--- src/rtl/dmem_arb_pkg.sv ---
// Shared types for the data-memory arbiter: FSM state and read-owner encodings.
package dmem_arb_pkg;

  typedef enum logic {
    IDLE    = 1'b0,
    RD_WAIT = 1'b1
  } arb_state_t;

  typedef enum logic {
    OWN_A = 1'b0,
    OWN_B = 1'b1
  } arb_owner_t;

endpackage

--- src/rtl/dmem_arbiter.sv ---
// Two-requester arbiter for the single-port data RAM. Requester A (CPU) has
// priority; requester B is forced through after MAX_WAIT consecutive losses.
// Reads are tracked until the RAM answers or a watchdog abandons them.
module dmem_arbiter
  import dmem_arb_pkg::*;
#(
  parameter int ADDR_W   = 32,
  parameter int DATA_W   = 32,
  parameter int MAX_WAIT = 4,
  parameter int TIMEOUT  = 15
) (
  input  logic              clk,
  input  logic              reset_n,

  input  logic              a_req,
  input  logic [ADDR_W-1:0] a_addr,
  input  logic              a_we,
  input  logic [DATA_W-1:0] a_wdata,
  output logic              a_gnt,
  output logic [DATA_W-1:0] a_rdata,
  output logic              a_rdata_valid,

  input  logic              b_req,
  input  logic [ADDR_W-1:0] b_addr,
  input  logic              b_we,
  input  logic [DATA_W-1:0] b_wdata,
  output logic              b_gnt,
  output logic [DATA_W-1:0] b_rdata,
  output logic              b_rdata_valid,

  output logic [ADDR_W-1:0] ram_addr,
  output logic              ram_we,
  output logic [DATA_W-1:0] ram_wdata,
  input  logic [DATA_W-1:0] ram_rdata,
  input  logic              ram_rdata_valid,

  output logic              err
);

  localparam int WAIT_W = $clog2(MAX_WAIT + 1);
  localparam int TO_W   = $clog2(TIMEOUT + 1);
  localparam logic [WAIT_W-1:0] WAIT_MAX = WAIT_W'(MAX_WAIT);
  // The watchdog fires on the last permitted RD_WAIT cycle, i.e. when the
  // count of cycles already spent waiting is TIMEOUT-1.
  localparam logic [TO_W-1:0]   TO_LAST  = TO_W'(TIMEOUT - 1);

  arb_state_t        state_q, state_d;
  arb_owner_t        owner_q, owner_d;
  logic [ADDR_W-1:0] rd_addr_q, rd_addr_d;
  logic [WAIT_W-1:0] wait_cnt_q, wait_cnt_d;
  logic [TO_W-1:0]   to_cnt_q, to_cnt_d;
  logic              err_q, err_d;

  logic a_win, b_win;
  logic rd_done;

  // Winner selection: only in IDLE; B wins when alone or when its wait is exhausted.
  always_comb begin
    a_win = 1'b0;
    b_win = 1'b0;
    if (state_q == IDLE) begin
      if (b_req && (!a_req || (wait_cnt_q == WAIT_MAX))) begin
        b_win = 1'b1;
      end else if (a_req) begin
        a_win = 1'b1;
      end
    end
  end

  assign a_gnt = a_win;
  assign b_gnt = b_win;

  // RAM port mux: winner drives combinationally; RD_WAIT holds the latched read address.
  always_comb begin
    ram_addr  = '0;
    ram_we    = 1'b0;
    ram_wdata = '0;
    if (a_win) begin
      ram_addr  = a_addr;
      ram_we    = a_we;
      ram_wdata = a_wdata;
    end else if (b_win) begin
      ram_addr  = b_addr;
      ram_we    = b_we;
      ram_wdata = b_wdata;
    end else if (state_q == RD_WAIT) begin
      ram_addr  = rd_addr_q;
    end
  end

  // Read return is only honoured while a read is outstanding; stray valids in IDLE are dropped.
  assign rd_done       = (state_q == RD_WAIT) && ram_rdata_valid;
  assign a_rdata_valid = rd_done && (owner_q == OWN_A);
  assign b_rdata_valid = rd_done && (owner_q == OWN_B);
  assign a_rdata       = a_rdata_valid ? ram_rdata : '0;
  assign b_rdata       = b_rdata_valid ? ram_rdata : '0;
  assign err           = err_q;

  // FSM next state, read tracking and watchdog.
  always_comb begin
    state_d   = state_q;
    owner_d   = owner_q;
    rd_addr_d = rd_addr_q;
    to_cnt_d  = to_cnt_q;
    err_d     = err_q;
    if (state_q == IDLE) begin
      if ((a_win || b_win) && !ram_we) begin
        state_d   = RD_WAIT;
        owner_d   = b_win ? OWN_B : OWN_A;
        rd_addr_d = ram_addr;
        to_cnt_d  = '0;
      end
    end else begin
      if (ram_rdata_valid) begin
        state_d = IDLE;
      end else begin
        to_cnt_d = to_cnt_q + 1'b1;
        if (to_cnt_q == TO_LAST) begin
          err_d   = 1'b1;
          state_d = IDLE;
        end
      end
    end
  end

  // Starvation counter: counts B's consecutive losses in IDLE, frozen during RD_WAIT.
  always_comb begin
    wait_cnt_d = wait_cnt_q;
    if (state_q == IDLE) begin
      if (b_win || !b_req) begin
        wait_cnt_d = '0;
      end else if (wait_cnt_q != WAIT_MAX) begin
        wait_cnt_d = wait_cnt_q + 1'b1;
      end
    end
  end

  // FSM state register.
  always_ff @(posedge clk or negedge reset_n) if (!reset_n) state_q <= IDLE; else state_q <= state_d;

  // Owner of the outstanding read.
  always_ff @(posedge clk or negedge reset_n) if (!reset_n) owner_q <= OWN_A; else owner_q <= owner_d;

  // Address of the outstanding read, replayed to the RAM while waiting.
  always_ff @(posedge clk or negedge reset_n) if (!reset_n) rd_addr_q <= '0; else rd_addr_q <= rd_addr_d;

  // B starvation counter.
  always_ff @(posedge clk or negedge reset_n) if (!reset_n) wait_cnt_q <= '0; else wait_cnt_q <= wait_cnt_d;

  // Read watchdog counter.
  always_ff @(posedge clk or negedge reset_n) if (!reset_n) to_cnt_q <= '0; else to_cnt_q <= to_cnt_d;

  // Sticky timeout flag.
  always_ff @(posedge clk or negedge reset_n) if (!reset_n) err_q <= 1'b0; else err_q <= err_d;

endmodule

--- config.mk ---
export PLATFORM = sky130hd
export DESIGN_NAME = dmem_arbiter
export DESIGN_NICKNAME = d
export VERILOG_FILES = /design/src/rtl/dmem_arb_pkg.sv /design/src/rtl/dmem_arbiter.sv
export SDC_FILE = /design/constraint.sdc
export NUM_CORES = 1
export LEC_CHECK = 0
export ABC_AREA = 1
export BUFFER_PORTS_ARGS = -buffer_cell sky130_fd_sc_hd__buf_2
export CORE_AREA = 2 2 118 120
export DETAILED_ROUTE_END_ITERATION = 12
export DIE_AREA = 0 0 120 122
export GPL_TIMING_DRIVEN = 0
export HOLD_SLACK_MARGIN = 0.12
export PLACE_DENSITY = 0.68
export SLEW_MARGIN = 20
export SYNTH_ARGS = -nofsm -noshare
export SYNTH_HDL_FRONTEND = slang
export SYNTH_SLANG_ARGS = --single-unit
export TNS_END_PERCENT = 20
--- constraint.sdc ---
create_clock -name clk -period 1.8 [get_ports clk]
set_clock_uncertainty 0.15 [all_clocks]
set_input_delay 0 -clock clk [delete_from_list [all_inputs] [get_ports clk]]
set_output_delay 0 -clock clk [all_outputs]
set_load 0.005 [all_outputs]
==> impl_metrics.env, run 1 <==
export IMPL_synth_distinct_cells=25
export IMPL_synth_seq_area_share_pct=32.0
export IMPL_dr_pass1_iters=5
export IMPL_cts_sinks=42
export IMPL_route_vias_total=5053
export IMPL_place_port_buffers=299
export IMPL_root_buffer="clkbuf_16"
export IMPL_setup_tns_ps=-5110
export IMPL_cts_buffer_depth=2
export IMPL_antenna_left=0
export IMPL_ir_drop_mv=0.609
export IMPL_r2r_end="state_q$_DFF_PN0_"
export IMPL_fin_crit_ps=1940
export IMPL_hpwlAfterDp_um=12900
export IMPL_die_y_um=122
export IMPL_post_place_cells=977
export IMPL_wl_per_cell_um=16.6
export IMPL_ioPinCount=301
export IMPL_grt_pass1_wl_um=25500
export IMPL_grt_antenna_before_repair=3
export IMPL_grt_max_degree=43
export IMPL_leakage_nw=3.80
export IMPL_final_common_cell="buf_2"
export IMPL_r2r_cells=10
export IMPL_nFillCells=1327
export IMPL_start_kind="register"
export IMPL_crit_path_max_incr_delay_ps=380
export IMPL_grt_pass1_vias=4694
export IMPL_fmax_ghz=0.515
export IMPL_dieArea_mm2=0.0146
export IMPL_worst_pin_slew_ps=575
export IMPL_die_x_um=120
export IMPL_violations="setup timing"
export IMPL_status="complete, but fails checks"
export IMPL_ys_ff_latch=42
export IMPL_finalCoreUtilization_pct=47.6
export IMPL_gp_congestion=0.892
export IMPL_period_share_pct=108
export IMPL_synth_nets=669
export IMPL_clock_latency_ps=280
export IMPL_core_area_mm2=0.0135
export IMPL_slew_violations=0
export IMPL_reg2reg_setup_slack_ps=-60
export IMPL_max_slew_margin_pct=61.7
export IMPL_synth_simple_area_share_pct=43.8
export IMPL_critPathSlowestCell="dfrtp_1"
export IMPL_drt_initial_drc_count=394
export IMPL_cts_tree="built"
export IMPL_syn_cell_area_mm2=0.00329
export IMPL_worstHoldPathType="input pin to async pin"
export IMPL_pre_cts_ws_ps=-219
export IMPL_synth_xor_area_share_pct=0.800
export IMPL_timing_rr_start="wait_cnt_q[1]$_DFFE_PN0P_"
export IMPL_p_per_area_mw_per_mm2=1010
export IMPL_synth_warning_count=0
export IMPL_crit_fanout=7
export IMPL_postSynthAreaPerCell_um2=6.60
export IMPL_fin_ws_ps=-142
export IMPL_grt_overflow=0
export IMPL_track_usage_pct=22.4
export IMPL_path_delay_family="buffers and inverters"
export IMPL_rsz0062_at_grt="true"
export IMPL_cp_common_cell="nand2_8"
export IMPL_synthToLayoutAreaGrowth_pct=95.5
export IMPL_nNetsFinal=1060
export IMPL_finalSetupViolCount=90
export IMPL_viasPerCell=4.71
export IMPL_initial_core_util_pct=24.3
export IMPL_end_kind="output port"
export IMPL_layout_drive_gt1_share_pct=44.9
export IMPL_crit_arrival_ps=1790
export IMPL_drc=0
export IMPL_cts_clk_slew_worst_paths_ps=60
export IMPL_synth_fa_ha_area_share_pct=1.52
export IMPL_path_buf_inv=4
export IMPL_most_common_layout_cells="290 x buf_2, 139 x nand2_1, 68 x dlygate4sd3_1"
export IMPL_final_cells=1072
export IMPL_rows=43
export IMPL_required_ps=1650
export IMPL_ctsHtreeMaxLevel=2
export IMPL_synth_top_family_by_area="simple AND/OR/NAND/NOR gates"
export IMPL_maxCapViolCount=0
export IMPL_drt_total_wl_um=17800
export IMPL_synthMuxAreaShare_pct=0
export IMPL_hold_viol_final=0
export IMPL_synth_compound_area_share_pct=9.52
export IMPL_syn_inst=498
export IMPL_numCtsBuffers=5
export IMPL_worstSetupPathType="register to output port"
export IMPL_crit_chain="inv_2 -> ha_4 -> nand2_4 -> nand2_8 -> nand2_8 -> nor2_4 -> buf_12 -> buf_8 -> a22o_1 -> buf_2"
==> how the worst max path moves through the flow <==
stage | slack (ps) | cells past startpoint | to | start
2_1_floorplan | 190 | 11 | rd_addr_q[2]$_DFFE_PN0P_ | wait_cnt_q[0]$_DFFE_PN0P_
3_3_place_gp | -220 | 10 | ram_wdata[30] | wait_cnt_q[0]$_DFFE_PN0P_
3_5_place_dp | -220 | 10 | ram_wdata[24] | wait_cnt_q[0]$_DFFE_PN0P_
4_1_cts | -170 | 10 | ram_wdata[30] | wait_cnt_q[0]$_DFFE_PN0P_
5_1_grt | -210 | 10 | ram_wdata[30] | wait_cnt_q[1]$_DFFE_PN0P_
6_report | -140 | 10 | ram_wdata[30] | wait_cnt_q[1]$_DFFE_PN0P_
==> cell type report <==
class | count | area [um2] | area share, %
multi-input cells | 367 | 1990 | 31.0
diodes | 2 | 5.00 | 0.0779
clock buffers | 7 | 143 | 2.22
repair buffers | 384 | 2460 | 38.2
clock inverters | 1 | 5.00 | 0.0779
flip-flops and latches | 42 | 1050 | 16.4
inverters | 49 | 194 | 3.02
well taps | 180 | 225 | 3.51
plain buffers | 40 | 357 | 5.55
==> sequential cells by signal, summed over array words and instances, names as in the netlist <==
name        cells
rd_addr_q      32
to_cnt_q        4
wait_cnt_q      3
err             1
owner_q         1
state_q         1
==> cell usage after synthesis (all sizes together) <==
master / number / area (um2)
dfrtp: 42 / 1050
a22o: 32 / 280
nand4: 33 / 206
nor3: 2 / 20.0
xor2: 3 / 26.3
a21oi: 1 / 5.00
a21o: 1 / 7.51
nor2: 71 / 284
nand2: 143 / 552
ha: 4 / 50.1
or2: 1 / 6.26
buf: 32 / 190
inv: 49 / 186
o21ai: 4 / 20.0
nand3: 72 / 370
clkbuf: 8 / 30.0
==> per-stage QoR <==
stage                     area, um2  power [mW]  hold slack [ps]
after floorplan                3290        3.32             -446
after global placement         5010        4.73             70.7
after detailed placement       5010        4.76             68.7
after CTS                      6150        6.19              143
after global routing           6420        6.96              155
final                          6420        6.50              117
==> kinds of logic (layout without fill, tap and decap cells) <==
| kind of cell | count (synthesis) | after routing |
|---|---|---|
| simple gates | 322 | 322 |
| buf+inv | 89 | 481 |
| flops | 42 | 42 |
| fa+ha+maj | 4 | 4 |
| compound gates | 38 | 38 |
| xor+xnor | 3 | 3 |
| other cells | 0 | 2 |
==> report_power, final <==
part / switching [mW] / internal (mW) / leakage, nW
Clock: 0.367 / 0.550 / 0.0739
Sequential: 0.193 / 1.26 / 0.552
Combinational: 2.25 / 1.87 / 3.18
==> routing by layer <==
layer / global-route usage (%) / vias to the layer above / part of all wire (%)
met3: 5.76 / 39 / 9.0
met4: 6.62 / 2 / 3.3
met1: 25.7 / 2320 / 38
li1: - / 2414 / -
met2: 41.1 / 278 / 50
met5: 0 / - / 0.073
==> worst register-to-register path, cell delays in order (launching register included) <==
cell and delay, ps:
dfrtp_1 380, inv_2 90, ha_4 140, nand2_4 60
nand2_8 90, buf_4 150, nand4_1 150, nand3_2 150
buf_6 160, buf_8 140, o21ai_0 90
==> timing repair <==
action / in CTS / in global routing
endpoints found under the setup margin: 143 / 168
gates resized for setup: 67 / 60
cloned: 1 / 1
hold endpoints to repair: 83 / 0
pin swaps: 6 / 21
setup buffers: 8 / 8
hold buffers: 68 / 0
Power figures use the tool's default switching activity.
==> inputs of run 2 (changes only) <==
--- a/config.mk
+++ b/config.mk
@@ -7,12 +7,14 @@
 export LEC_CHECK = 0
 export ABC_AREA = 1
 export BUFFER_PORTS_ARGS = -buffer_cell sky130_fd_sc_hd__buf_2
-export CORE_AREA = 2 2 118 120
+export CORE_AREA = 2 2 117 119
 export DETAILED_ROUTE_END_ITERATION = 12
-export DIE_AREA = 0 0 120 122
+export DIE_AREA = 0 0 119 121
+export GPL_ROUTABILITY_DRIVEN = 0
 export GPL_TIMING_DRIVEN = 0
 export HOLD_SLACK_MARGIN = 0.12
-export PLACE_DENSITY = 0.68
+export PLACE_DENSITY = 0.69
+export SETUP_SLACK_MARGIN = 0.5
 export SLEW_MARGIN = 20
 export SYNTH_ARGS = -nofsm -noshare
 export SYNTH_HDL_FRONTEND = slang
==> constraint.sdc (replaced) <==
create_clock -name clk -period 2.5 [get_ports clk]
set_clock_uncertainty 0.15 [all_clocks]
set_input_delay 0 -clock clk [delete_from_list [all_inputs] [get_ports clk]]
set_output_delay 0 -clock clk [all_outputs]
set_load 0.005 [all_outputs]
==> run 2 against run 1 <==
  * The flow now finishes without violations
  * First-iteration DRC count shrank 40%
  * Worst hold slack got worse by 24 ps
  * Largest cell class unchanged
  * Combinational power decreased by 36%
  * Via count decreased by 1.3%
==> impl_metrics.env, run 2 (synthesis gave the netlist of run 1 again) <==
export IMPL_seqPwrFrac_pct=23.8
export IMPL_grt_max_degree=43
export IMPL_finalSetupViolCount=0
export IMPL_power_mw=4.41
export IMPL_crit_arrival_ps=1860
export IMPL_ioPinCount=301
export IMPL_finalCoreUtilization_pct=46.4
export IMPL_final_cells=1065
export IMPL_worstHoldPathType="input pin to async pin"
export IMPL_status="finished clean"
export IMPL_grt_antenna_before_repair=2
export IMPL_fin_ws_ps=488
export IMPL_required_ps=2350
export IMPL_place_port_buffers=299
export IMPL_p_per_area_mw_per_mm2=727
export IMPL_p_sw_share_pct=43.0
export IMPL_cts_tree="built"
export IMPL_crit_fanout=7
export IMPL_initial_core_util_pct=25.1
export IMPL_dr_pass1_iters=6
export IMPL_hpwlAfterDp_um=12300
export IMPL_dieArea_mm2=0.0144
export IMPL_worst_pin_slew_ps=533
export IMPL_final_common_cell="buf_2"
export IMPL_numCtsBuffers=5
export IMPL_post_place_cells=973
export IMPL_end_kind="output port"
export IMPL_slew_violations=0
export IMPL_pwr_share_clk_pct=16.4
export IMPL_die_x_um=119
export IMPL_fin_crit_ps=2010
export IMPL_net_switching_power_mw=1.90
export IMPL_synthToLayoutAreaGrowth_pct=84.8
export IMPL_largest_reg_flops=32
export IMPL_max_slew_margin_pct=64.5
export IMPL_track_usage_pct=22.0
export IMPL_grt_overflow=0
export IMPL_grt_pass1_wl_um=24900
export IMPL_drt_initial_drc_count=237
export IMPL_drt_total_wl_um=16700
export IMPL_power_internal_mw=2.51
export IMPL_clock_latency_ps=280
export IMPL_start_kind="register"
export IMPL_nNetsFinal=1057
export IMPL_route_vias_total=4987
export IMPL_leakage_nw=3.65
export IMPL_worstSetupPathType="register to output port"
export IMPL_reg_top3="rd_addr_q (32), to_cnt_q (4), wait_cnt_q (3)"
export IMPL_wl_per_cell_um=15.7
export IMPL_combPwrFrac_pct=59.9
export IMPL_layout_drive_gt1_share_pct=41.5
export IMPL_hold_viol_final=0
export IMPL_root_buffer="clkbuf_16"
export IMPL_maxCapViolCount=0
export IMPL_cts_clk_slew_worst_paths_ps=60
export IMPL_setup_tns_ps=0
export IMPL_grt_pass1_vias=4759
export IMPL_cts_sinks=42
export IMPL_rows=42
export IMPL_cts_buffer_depth=2
export IMPL_viasPerCell=4.68
export IMPL_regMostFlops="rd_addr_q"
export IMPL_ir_drop_mv=0.334
export IMPL_pre_cts_ws_ps=473
export IMPL_most_common_layout_cells="310 x buf_2, 140 x nand2_1, 70 x nand3_1"
export IMPL_drc=0
export IMPL_fmax_ghz=0.497
export IMPL_core_area_mm2=0.0131
export IMPL_ctsHtreeMaxLevel=2
export IMPL_antenna_left=0
export IMPL_die_y_um=121
export IMPL_period_share_pct=80.5
export IMPL_rsz0062_at_grt="true"
==> run 2: cell count changes in the layout (fill, tap and decap cells not counted), moves of 3 or more <==
cell,previous run,this run
buf_8,7,0
clkbuf_1,3,8
nand3_2,21,2
buf_6,31,11
nand3_1,51,70
nor2_1,65,68
buf_2,290,310
==> run 2: power groups by stage <==
stage	combinational, mW	clock (mW)	sequential, mW
after CTS	2.61	0.748	1.05
after floorplan	1.37	0	1.02
after detailed placement	2.37	0	1.05
after global placement	2.35	0	1.04
after global routing	2.92	0.778	1.07
final	2.64	0.722	1.05
==> run 2: per-layer routing <==
metal  vias to the layer above  global-route usage [%]  wire (um)
met1                      2223                    25.6       6390
met4                         2                    11.1        902
met3                        57                    6.34       1590
met2                       295                    36.9       7820
met5                         -                       0         13
li1                       2410                       -          -
==> run 2: area by class of cell <==
class	instances	area, um2
fillers	1322	7010
well taps	176	220
multi-input cells	367	1860
diodes	2	5.00
plain buffers	40	250
clock inverters	1	30.0
repair buffers	381	2340
flip-flops and latches	42	1050
inverters	49	186
clock buffers	7	133
==> run 2: worst max-delay path, stage by stage (launching register included) <==
cell     delay [ps]
dfrtp_1         390
inv_2            90
ha_4            140
nand2_4          50
nand2_4         110
nand2_8          80
nor2_4          130
buf_12          130
buf_6           130
a22o_1          180
buf_2           150
==> run 2: what timing repair did <==
action	in CTS	in global routing
hold endpoints to repair	84	0
setup buffers	11	0
pin swaps	6	0
hold buffers	68	0
setup endpoints to repair	54	80
gates cloned	2	0
gates resized for setup	26	4
==> run 2: through the flow <==
step	hold WS (ps)	instance area, um2
finish	93.1	6070
global placement	53.5	5000
global route	144	6070
detailed placement	63.2	5000
CTS	128	6040
floorplan	-446	3290
==> run 2: final timing paths <==
check | endpoint | slack (ps) | cells after the start | start
setup reg to reg | rd_addr_q[11]$_DFFE_PN0P_ | 610 | 11 | wait_cnt_q[1]$_DFFE_PN0P_
max in group asynchronous | rd_addr_q[11]$_DFFE_PN0P_ | 1610 | 3 | reset_n
min in group clk | rd_addr_q[0]$_DFFE_PN0P_ | 140 | 7 | a_req
hold reg to reg | err$_DFFE_PN0P_ | 300 | 1 | err$_DFFE_PN0P_
setup / recovery | ram_wdata[23] | 490 | 10 | wait_cnt_q[1]$_DFFE_PN0P_
hold / removal | rd_addr_q[26]$_DFFE_PN0P_ | 90 | 2 | reset_n
==> inputs of run 3 (changes only) <==
--- a/config.mk
+++ b/config.mk
@@ -13,7 +13,7 @@
 export GPL_ROUTABILITY_DRIVEN = 0
 export GPL_TIMING_DRIVEN = 0
 export HOLD_SLACK_MARGIN = 0.12
-export PLACE_DENSITY = 0.69
+export PLACE_DENSITY = 0.71
 export SETUP_SLACK_MARGIN = 0.5
 export SLEW_MARGIN = 20
 export SYNTH_ARGS = -nofsm -noshare
==> constraint.sdc (replaced) <==
create_clock -name clk -period 1.75 [get_ports clk]
set_clock_uncertainty 0.15 [all_clocks]
set_input_delay 0 -clock clk [delete_from_list [all_inputs] [get_ports clk]]
set_output_delay 0 -clock clk [all_outputs]
set_load 0.005 [all_outputs]
==> run 3 against run 2 <==
  * The flow now finishes with violations (hold timing, setup timing)
  * Core utilization up 4.3 points
  * Sequential cell count stayed put
  * Die area stayed put
  * Setup slack lost 690 ps
  * Non-clock buffer count increased by 5
  * Critical path depth did not move
  * Largest cell class unchanged
  * Clock-buffer cell count down 1
==> impl_metrics.env, run 3 (synthesis gave the netlist of run 1 again) <==
export IMPL_status="complete, but fails checks"
export IMPL_violations="hold timing, setup timing"
export IMPL_die_y_um=121
export IMPL_worstHoldPathType="input pin to async pin"
export IMPL_postPlaceCellArea_mm2=0.00503
export IMPL_largest_reg_flops=32
export IMPL_combPwrFrac_pct=61.3
export IMPL_cts_sinks=42
export IMPL_slew_violations=0
export IMPL_cts_buffer_depth=2
export IMPL_seqPwrFrac_pct=21.2
export IMPL_initial_core_util_pct=25.1
export IMPL_finalSetupViolCount=102
export IMPL_worstSetupPathType="register to output port"
export IMPL_crit_fanout=6
export IMPL_place_port_buffers=299
export IMPL_ir_drop_mv=0.691
export IMPL_fmax_ghz=0.513
export IMPL_clock_latency_ps=280
export IMPL_layout_drive_gt1_share_pct=49.0
export IMPL_crit_arrival_ps=1800
export IMPL_grt_pass1_vias=4863
export IMPL_fin_ws_ps=-200
export IMPL_finalCoreUtilization_pct=50.7
export IMPL_crit_path_max_incr_delay_ps=380
export IMPL_grt_max_degree=43
export IMPL_final_common_cell="buf_2"
export IMPL_track_usage_pct=23.9
export IMPL_drt_total_wl_um=18800
export IMPL_cts_clk_slew_worst_paths_ps=60
export IMPL_stdcell_area_mm2=0.00663
export IMPL_pre_cts_ws_ps=-192
export IMPL_dieArea_mm2=0.0144
export IMPL_cp_common_cell="nand2_8"
export IMPL_net_switching_power_mw=2.94
export IMPL_max_slew_margin_pct=34.1
export IMPL_fin_crit_ps=1950
export IMPL_die_x_um=119
export IMPL_hold_viol_final=42
export IMPL_cts_tree="built"
export IMPL_regMostFlops="rd_addr_q"
export IMPL_timing_rr_start="wait_cnt_q[0]$_DFFE_PN0P_"
export IMPL_numCtsBuffers=5
export IMPL_route_vias_total=5179
export IMPL_pwr_share_clk_pct=17.5
export IMPL_p_sw_share_pct=41.5
export IMPL_antenna_left=0
export IMPL_power_internal_mw=4.15
export IMPL_grt_antenna_before_repair=5
export IMPL_path_delay_family="buffers and inverters"
export IMPL_drt_initial_drc_count=385
export IMPL_most_common_layout_cells="296 x buf_2, 139 x nand2_1, 68 x dlygate4sd3_1"
export IMPL_maxCapViolCount=0
export IMPL_hpwlAfterDp_um=13400
export IMPL_end_kind="output port"
export IMPL_rows=42
export IMPL_crit_chain="inv_2 -> ha_4 -> nand2_4 -> nand2_8 -> nand2_8 -> nor2_4 -> buf_12 -> buf_8 -> a22o_1 -> buf_2"
export IMPL_rsz0062_at_grt="true"
export IMPL_required_ps=1600
export IMPL_core_area_mm2=0.0131
export IMPL_start_kind="register"
export IMPL_path_buf_inv=4
export IMPL_wl_per_cell_um=17.6
export IMPL_dr_pass1_iters=5
export IMPL_crit_path_start="wait_cnt_q[0]$_DFFE_PN0P_"
export IMPL_critPathSlowestCell="dfrtp_1"
export IMPL_p_per_area_mw_per_mm2=1070
export IMPL_postCtsHoldBufs=68
export IMPL_reg_top3="rd_addr_q (32), to_cnt_q (4), wait_cnt_q (3)"
export IMPL_root_buffer="clkbuf_16"
export IMPL_leakage_nw=3.91
export IMPL_synthToLayoutAreaGrowth_pct=102
export IMPL_worst_pin_slew_ps=989
export IMPL_nNetsFinal=1062
export IMPL_viasPerCell=4.83
export IMPL_period_share_pct=111
export IMPL_drc=0
export IMPL_ioPinCount=301
export IMPL_power_mw=7.10
export IMPL_grt_pass1_wl_um=26500
export IMPL_grt_overflow=0
export IMPL_ctsHtreeMaxLevel=2
export IMPL_timing_hold_ws_ps=-268
run 3: changes by cell type in the layout (fill, tap and decap cells not counted), sizes merged:
| cell | change |
|---|---|
| bufinv | +1 |
| diode | +3 |
| clkbuf | -1 |
| buf | +5 |
run 3: metal layers:
metal  global-route usage (%)  vias to the layer above  wire length [um]
met5                        0                        -                 0
met2                     43.7                      321              9670
met3                     5.17                       52              1420
met4                     10.3                        0               814
li1                         -                     2432                 -
met1                     26.8                     2374              6940
run 3: path summary, 6_finish.rpt:
path                       depth (start not counted)  slack, ps                   endpoint
min reg2reg                                        1        310            err$_DFFE_PN0P_
max                                               10       -200              ram_wdata[29]
max reg2reg                                       10       -140          state_q$_DFF_PN0_
min in group clk                                   3        130               ram_wdata[7]
max in group asynchronous                          1       1110            err$_DFFE_PN0P_
min                                                1       -270  rd_addr_q[14]$_DFFE_PN0P_
run 3: power groups by stage:
stage / combinational (mW) / clock (mW) / sequential, mW
after floorplan: 2.02 / 0 / 1.46
after global placement: 3.37 / 0 / 1.49
after detailed placement: 3.41 / 0 / 1.49
after CTS: 3.97 / 1.26 / 1.49
after global routing: 4.71 / 1.29 / 1.53
final: 4.35 / 1.24 / 1.50
run 3: area by class of cell:
| class | count | area (um2) |
|---|---|---|
| Clock buffer | 6 | 139 |
| Antenna cell | 5 | 12.5 |
| Clock inverter | 2 | 60.1 |
| Sequential cell | 42 | 1050 |
| Buffer | 40 | 380 |
| Inverter | 49 | 196 |
| Timing Repair Buffer | 386 | 2440 |
| Multi-Input combinational cell | 367 | 2140 |
| Tap cell | 176 | 220 |
| Fill cell | 1216 | 6450 |
run 3: metrics by stage:
step / TNS, ps / cells
finish: -11290 / 1073
detailed placement: -4630 / 973
CTS: -9880 / 1063
global route: -18570 / 1071
global placement: -4950 / 973
floorplan: 0 / 498
run 3: repair_timing:
action,CTS,global route
cloned,3,1
endpoints found under the hold margin,84,42
pin swaps,13,7
endpoints found under the setup margin,174,175
buffers inserted,11,4
resized for setup,89,43
